## src/rtl/ddhw_bcd_pkg.sv

```systemverilog
// Shared BCD constants, the digit type and the nibble validity check
// used by the multi-decade counter.
package ddhw_bcd_pkg;

    localparam int BCD_W = 4;

    typedef logic [BCD_W-1:0] bcd_digit_t;

    localparam bcd_digit_t BCD_MAX = 4'd9;
    localparam bcd_digit_t BCD_MIN = 4'd0;

    function automatic logic is_bcd(input bcd_digit_t nibble);
        return (nibble <= BCD_MAX);
    endfunction

endpackage

```

## src/rtl/bcd_counter_ndigit_if.sv

```systemverilog
// Control and data bundle of the BCD counter. The master side drives requests.
// The slave side is the counter itself.
interface bcd_counter_ndigit_if #(
    parameter int DIGITS = 2
) ();

    logic                  en;
    logic                  up;
    logic                  load;
    logic [4*DIGITS-1:0]   load_value;
    logic [4*DIGITS-1:0]   count;
    logic                  tc;
    logic                  wrap;
    logic                  load_err;

    modport master (
        output en, up, load, load_value,
        input  count, tc, wrap, load_err
    );

    modport slave (
        input  en, up, load, load_value,
        output count, tc, wrap, load_err
    );

endinterface

```

## src/rtl/bcd_decade.sv

```systemverilog
// One BCD decade. It loads a digit, or it steps up or down by one with a 9<->0 roll.
// at_limit marks the digit that would roll over in the current direction.
module bcd_decade
    import ddhw_bcd_pkg::*;
(
    input  logic       clk,
    input  logic       reset,
    input  logic       up,
    input  logic       step_in,
    input  logic       load,
    input  bcd_digit_t ld_digit,
    output bcd_digit_t digit,
    output logic       at_limit
);

    bcd_digit_t digit_q;
    bcd_digit_t digit_d;

    always_comb begin
        // NOTE: default first so every path assigns digit_d and no latch is inferred.
        digit_d = digit_q;
        if (load) begin
            digit_d = ld_digit;
        end else if (step_in) begin
            if (up) digit_d = (digit_q == BCD_MAX) ? BCD_MIN : digit_q + 4'd1;
            else    digit_d = (digit_q == BCD_MIN) ? BCD_MAX : digit_q - 4'd1;
        end
    end

    always_ff @(posedge clk or posedge reset) begin
        // NOTE: non-blocking updates keep every flop sampling pre-edge values.
        if (reset) digit_q <= BCD_MIN;
        else       digit_q <= digit_d;
    end

    assign digit    = digit_q;
    assign at_limit = up ? (digit_q == BCD_MAX) : (digit_q == BCD_MIN);

endmodule

```

## src/rtl/bcd_counter_ndigit.sv

```systemverilog
// Multi-decade BCD up/down counter. It has a validated parallel load and a
// wrap or saturate boundary. It also drives the tc, wrap and load_err flags.
module bcd_counter_ndigit
    import ddhw_bcd_pkg::*;
#(
    parameter int DIGITS  = 2,
    parameter bit WRAP_EN = 1'b1
) (
    input  logic                 clk,
    input  logic                 reset,
    bcd_counter_ndigit_if.slave  bus
);

    logic [DIGITS-1:0]   at_limit;
    logic [DIGITS-1:0]   step_in;
    logic [DIGITS:0]     chain;
    logic [4*DIGITS-1:0] count_w;
    logic                load_ok;
    logic                load_apply;
    logic                all_limit;
    logic                count_en;
    logic                wrap_q, wrap_d;
    logic                load_err_q, load_err_d;

    always_comb begin
        load_ok = 1'b1;
        for (int i = 0; i < DIGITS; i++) begin
            load_ok = load_ok & is_bcd(bus.load_value[4*i +: 4]);
        end
    end

    // chain[i] is high when every decade below i sits at its limit
    always_comb begin
        chain[0] = 1'b1;
        for (int i = 0; i < DIGITS; i++) begin
            chain[i+1] = chain[i] & at_limit[i];
        end
    end

    assign all_limit  = chain[DIGITS];
    assign load_apply = bus.load & load_ok;
    assign count_en   = bus.en & ~bus.load & ~(all_limit & ~WRAP_EN);
    assign step_in    = {DIGITS{count_en}} & chain[DIGITS-1:0];

    for (genvar g = 0; g < DIGITS; g++) begin : g_decade
        bcd_decade u_decade (
            .clk      (clk),
            .reset    (reset),
            .up       (bus.up),
            .step_in  (step_in[g]),
            .load     (load_apply),
            .ld_digit (bus.load_value[4*g +: 4]),
            .digit    (count_w[4*g +: 4]),
            .at_limit (at_limit[g])
        );
    end

    assign wrap_d     = count_en & all_limit;
    assign load_err_d = bus.load & ~load_ok;

    always_ff @(posedge clk or posedge reset) begin
        if (reset) begin
            wrap_q     <= 1'b0;
            load_err_q <= 1'b0;
        end else begin
            wrap_q     <= wrap_d;
            load_err_q <= load_err_d;
        end
    end

    assign bus.count    = count_w;
    assign bus.tc       = all_limit;
    assign bus.wrap     = wrap_q;
    assign bus.load_err = load_err_q;

endmodule

```

## src/flat_wrapper.sv

```systemverilog
// flat-port wrapper written by rule: the top's interface ports become plain ports
module bcd_counter_ndigit_flat import ddhw_bcd_pkg::*;
#(
    parameter int DIGITS  = 2,
    parameter bit WRAP_EN = 1'b1
)
  (clk, reset, bus_en, bus_up, bus_load, bus_load_value, bus_count, bus_tc, bus_wrap, bus_load_err);
  bcd_counter_ndigit_if #(.DIGITS(DIGITS)) bus_i ();
  input  logic clk;
  input  logic reset;
  input wire logic [$bits(bus_i.en)-1:0] bus_en;
  input wire logic [$bits(bus_i.up)-1:0] bus_up;
  input wire logic [$bits(bus_i.load)-1:0] bus_load;
  input wire logic [$bits(bus_i.load_value)-1:0] bus_load_value;
  output wire logic [$bits(bus_i.count)-1:0] bus_count;
  output wire logic [$bits(bus_i.tc)-1:0] bus_tc;
  output wire logic [$bits(bus_i.wrap)-1:0] bus_wrap;
  output wire logic [$bits(bus_i.load_err)-1:0] bus_load_err;
  assign bus_i.en = bus_en;
  assign bus_i.up = bus_up;
  assign bus_i.load = bus_load;
  assign bus_i.load_value = bus_load_value;
  assign bus_count = bus_i.count;
  assign bus_tc = bus_i.tc;
  assign bus_wrap = bus_i.wrap;
  assign bus_load_err = bus_i.load_err;
  bcd_counter_ndigit #(.DIGITS(DIGITS), .WRAP_EN(WRAP_EN)) u_core (.clk(clk), .reset(reset), .bus(bus_i));
endmodule
```

## config.mk

```make
export PLATFORM = sky130hd
export DESIGN_NAME = bcd_counter_ndigit_flat
export DESIGN_NICKNAME = d
export VERILOG_FILES = /design/src/rtl/ddhw_bcd_pkg.sv /design/src/rtl/bcd_counter_ndigit_if.sv /design/src/rtl/bcd_decade.sv /design/src/rtl/bcd_counter_ndigit.sv /design/src/flat_wrapper.sv
export SDC_FILE = /design/constraint.sdc
export NUM_CORES = 1
export LEC_CHECK = 0
export BUFFER_PORTS_ARGS = -buffer_cell sky130_fd_sc_hd__clkbuf_2
export CORE_MARGIN = 5
export CORE_UTILIZATION = 25
export DETAILED_ROUTE_END_ITERATION = 16
export GPL_TIMING_DRIVEN = 0
export PLACE_DENSITY_LB_ADDON = 0.2
export SLEW_MARGIN = 20
export SYNTH_ARGS = -nofsm -noshare
export SYNTH_HDL_FRONTEND = slang
export SYNTH_SLANG_ARGS = --single-unit
export TNS_END_PERCENT = 20
```

## constraint.sdc

```tcl
create_clock -name clk -period 1.7 [get_ports clk]
set_input_delay 0.34 -clock clk [delete_from_list [all_inputs] [get_ports clk]]
set_output_delay 0.34 -clock clk [all_outputs]
set_load 0.01 [all_outputs]
```

# ---- Word level (Yosys, flattened, before mapping)
# Cells that the tools add are included.
dict set report totals {
  out_inout_bits 11
  ff_bits 10
  inputBits 13
  word_cells 37
}
dict set report op_classes {
  bitwise 9
  n_reduce_logical 4
  n_eq_ne 2
  add_sub_neg 4
  magnitude_cmp 2
  n_mux 12
}
# op count
set op_table {}
lappend op_table {{2-to-1 mux 4 bit} 10}
lappend op_table {{adder 4 x 1 -> 4 bit, second input constant} 2}
lappend op_table {{== test 4 bit, second input constant} 2}
lappend op_table {{<= comparator 4 bit, second input constant} 2}
lappend op_table {{zero test 4 bit} 2}
lappend op_table {{subtractor 4 x 1 -> 4 bit, second input constant} 2}
lappend op_table {{AND 1 bit} 6}
lappend op_table {{nonzero test 2 bit} 2}
lappend op_table {{AND 2 bit} 1}
lappend op_table {{2-to-1 mux 1 bit} 2}
lappend op_table {{NOT 1 bit} 2}

# ---- Depth between registers and ports, before layout
dict set report depth {
  word_depth 5
  depth_mapped 6
}

# ---- Hierarchy
# A second synthesis with hierarchy kept.
dict set report unflattened {
  cells_unflattened 113
  area_unflattened_um2 933.4
}
# module cells_each area_each_um2 seq_area_each_um2 n_inst
set modules_own_cells {}
lappend modules_own_cells {bcd_decade 51 410.4 100.1 2}
lappend modules_own_cells {bcd_counter_ndigit 11 112.6 50.0 1}

# ---- Worst setup path after synthesis
# No wires, ideal clock.
dict set report synth_timing {
  path_type {flip-flop to output port}
  from {register u_core.g_decade[1].u_decade.digit_q[0]}
  to {output bus_tc}
  required_ns 1.360
  n_path_buf 1
  slack_ns -0.193
  arrival_ns 1.553
  path_stages_with_launch 6
  path_cell_list {dfrtp_1 > clkbuf_1 > or2_2 > o21a_1 > or3_1 > nor2_1}
}
dict set report synth_via {
  elab_chain_cells 3
  elab_cells_between_ends 4
}
# item line
set synth_lines {}
lappend synth_lines {{start: declaration} bcd_decade.sv:16} ;# bcd_digit_t digit_q;
lappend synth_lines {{start signal: assignment} bcd_decade.sv:33} ;# else digit_q <= digit_d;
lappend synth_lines {{== test 4 bit or zero test 4 bit (tied branches)} bcd_decade.sv:37} ;# assign at_limit = up ? (digit_q == BCD_MAX) : (digit_q == BCD_MIN);
lappend synth_lines {{2-to-1 mux 1 bit (*)} bcd_decade.sv:37}
lappend synth_lines {{AND 1 bit (*)} bcd_counter_ndigit.sv:36} ;# chain[i+1] = chain[i] & at_limit[i];
lappend synth_lines {{end: declaration} flat_wrapper.sv:16} ;# output wire logic [$bits(bus_i.tc)-1:0] bus_tc;
# Mark *: on every way between the ends. The rest lies on a longest branch, timed or not.

# ---- Worst setup path in the final report
# Same ends and word-level chain as after synthesis.

==> results.yml <==
status:
  outcome: "finished, violations left"
  violations: "negative setup slack"
sta:
  hold_violations: 0
  skew_ns: 0.003847
  grt_setup_unrepaired: "true"
  setup_violations: 4
  fin_crit_ns: 1.987
  post-route-period-util_pct: 116.9
  worst_pin_slew_ns: 0.5014
  max_clock_freq_ghz: 0.5033
  setup_slack_ns: -0.2871
  slew_viol_final: 0
  max_slew_margin_pct: 66.58
  whs_ns: 0.02248
drt:
  drc: 0
  first_pass_iters: 4
  dr.first_iter.drc_count: 26
  wl_um: 2217
  dr_total_vias: 815
  antenna_left: 0
  via_per_inst: 4.880
  post_drt_wl_per_cell_um: 13.28
logic_synthesis:
  synth_area_sq_um: 808.3
  yosysSeqAreaShare_pct: 30.96
  synth_fp_nets: 110
  synth_edf_count: 0
  synthFlopType: "dfrtp_1"
  synth_top_area_share_pct: 30.96
  synth.most_common_cell: "dfrtp_1"
  synthCells: 97
  yosysWarnings: 0
  synthArstFlopShare_pct: 100.0
  synthTopCellsByArea: "dfrtp_1 (31%), o21ai_0 (3.7%), a2111oi_4 (3.4%)"
  yosysUniqueCellTypes: 40
  yosys-top-cells-count: "dfrtp_1 (10), nor2_1 (7), clkbuf_1 (6), nand2_1 (6), o21ai_0 (6)"
  ys_ff_latch: 10
  syn_avg_cell_area_sq_um: 8.333
  yosys.area.top_type: "dfrtp_1"
hold_path:
  hp-class: "in -> async"
worst_setup_path:
  worstSetupPathType: "reg -> out"
  slowest_stage: "dfrtp_2"
  crit_path_end_kind: "output pin"
  critPathBufInv: 1
  worst_setup_path_start_kind: "register"
  path_max_fanout: 2
  path_cells: "or2_4, o21a_1, or3_4, nor2_4, buf_6"
  cp_top_family: "simple AND/OR/NAND/NOR gates"
  slowest_delay_ns: 0.42
  arrival_ns: 1.65
  required_ns: 1.36
global_route:
  grt_pass1_vias: 837
  grtUsageTotal_pct: 11.09
  grt_pass1_wl_um: 3746
  grt_overflow: 0
  antenna_found_initial: 0
  grt_max_degree: 11
finish:
  drive_above_1_share_pct: 32.52
  finalNetCount: 138
  diodes: 0
  fillers: 328
  syn_to_final_growth_pct: 28.17
  utilization_pct: 33.66
floorplan:
  die_area_sq_mm: 0.004470
  die_x_um: 66.86
  start_util_pct: 26.26
  die_h_um: 66.86
  io_pins: 24
  num_rows: 20
  core_sq_mm: 0.003078
power_and_ir_drop:
  power.leakage_nw: 0.4519
  pwr-share-seq_pct: 36.7
  sw_frac_of_total_pct: 40.67
  p_clk_share_pct: 15.8
  combPwrFrac_pct: 47.4
  p_per_area_mw_per_mm2: 949.3
  ir_worst_vdd_uv: 255.0
  p_total_mw: 0.9835
  power.switching_mw: 0.3999
  internal-power_mw: 0.5835
placed_design:
  gp_congestion: 0.7830
  place_hpwl_um: 1708
  port_buffers: 22
flow_run:
  cap_viol_max_count: 0
clock_tree:
  tritoncts: "yes"
  ctsHoldBuffers: 0
  clockRootBuffer: "clkbuf_4"
  clk-insertion-delay-late_ns: 0.26
  htreeDepth: 1
  clockBufferDepth: 2
  clk_pin_slew_worst_paths_ns: 0.06
  cts.sinks: 10
  numCtsBuffers: 3
## cell type report
| cell class | count | area (sq um) | area share [%] |
|---|---|---|---|
| Buffer | 6 | 33.78 | 3.261 |
| Clock buffer | 3 | 22.52 | 2.174 |
| Inverter | 3 | 11.26 | 1.087 |
| Multi-Input combinational cell | 77 | 529.3 | 51.09 |
| Sequential cell | 10 | 252.7 | 24.40 |
| Tap cell | 44 | 55.05 | 5.314 |
| Timing Repair Buffer | 24 | 131.4 | 12.68 |
## power by group through the flow
stage          Combinational, mW  Sequential [mW]  Clock, mW
4_1_cts                    0.465            0.362      0.162
2_1_floorplan              0.298            0.366          0
5_1_grt                    0.521            0.376      0.174
3_5_place_dp               0.443            0.360          0
3_3_place_gp               0.434            0.356          0
6_report                   0.466            0.361      0.156
## worst paths after layout
| path | start | end | slack (ns) | cells after the start |
|---|---|---|---|---|
| min reg2reg | u_core.g_decade[0].u_decade.digit[3] | u_core.g_decade[0].u_decade.digit[3] | 0.74 | 2 |
| max | u_core.g_decade[1].u_decade.digit[0] | bus_tc | -0.29 | 5 |
| min in group clk | bus_load_value[4] | u_core.g_decade[1].u_decade.digit[0] | 0.28 | 3 |
| min | reset | u_core.g_decade[1].u_decade.digit[3] | 0.02 | 2 |
| max in group asynchronous | reset | u_core.g_decade[0].u_decade.digit[3] | 1.38 | 2 |
| max reg2reg | u_core.g_decade[0].u_decade.digit[0] | u_core.g_decade[1].u_decade.digit[1] | -0.08 | 4 |
## cell families (layout without fill, tap and decap cells)
family          count (synthesis)  in the layout  share of synthesized area (%)
xor+xnor                        4              4                          4.335
flops                          10             10                          30.96
simple gates                   41             41                          29.10
compound gates                 31             31                          28.79
mux                             1              1                          1.238
buf+inv                        10             36                          5.572
## worst reg2reg max path: stages (launching register included)
cell       delay (ns)
dfrtp_1          0.40
or3_4            0.41
a2111oi_4        0.50
o211ai_1         0.19
a31oi_1          0.20
## stage by stage
step | instances | instance area, sq um | setup slack, ns | setup TNS, ns
2_1_floorplan | 97 | 814.5 | -0.1278 | -0.1862
3_5_place_dp | 163 | 979.7 | -0.3162 | -1.354
3_3_place_gp | 163 | 979.7 | -0.2729 | -1.077
5_1_grt | 167 | 1036 | -0.3388 | -0.7824
6_report | 167 | 1036 | -0.2871 | -0.4531
4_1_cts | 167 | 1027 | -0.3658 | -0.5769
## routing by layer
metal	part of all wire [%]	vias up	track usage [%]
li1	-	417	-
met1	46	379	13.66
met2	49	15	18.69
met3	2.7	4	0.6745
met4	1.9	0	6.835
met5	0	-	0
## sequential cells by signal, summed over array words and instances, names as in the netlist
signal / count
u_core.bus.load_err: 1
u_core.g_decade.u_decade.digit: 8
u_core.bus.wrap: 1
## timing repair
item / CTS / global route
cloned: 0 / 0
hold endpoints to repair: 0 / 0
resized for setup: 7 / 5
buffers inserted: 2 / 0
pin swaps: 7 / 1
endpoints found under the setup margin: 8 / 6
## placed cells by master (no fill, tap or decap), drive strengths merged
master,Yosys,routed
clkbuf,6,29
dfrtp,10,10
o21ai,7,7
nor2,7,7
nand2,6,6
a21oi,5,5
nand3,4,4
and3,4,4
nor3,4,4
buf,1,4
inv,3,3
a21boi,3,3
xnor2,3,3
o211ai,2,2
or3,2,2
nand2b,2,2
nand3b,2,2
o21a,2,2
and2,2,2
a221o,2,2
a31oi,2,2
nor2b,2,2
a2111oi,2,2
or4b,1,1
or2,1,1
a22o,1,1
o31a,1,1
a311oi,1,1
nand4b,1,1
o22ai,1,1
a22oi,1,1
mux2i,1,1
and4b,1,1
or4,1,1
a21o,1,1
and4,1,1
xor2,1,1
No activity file was read; power rests on OpenSTA's default activity.
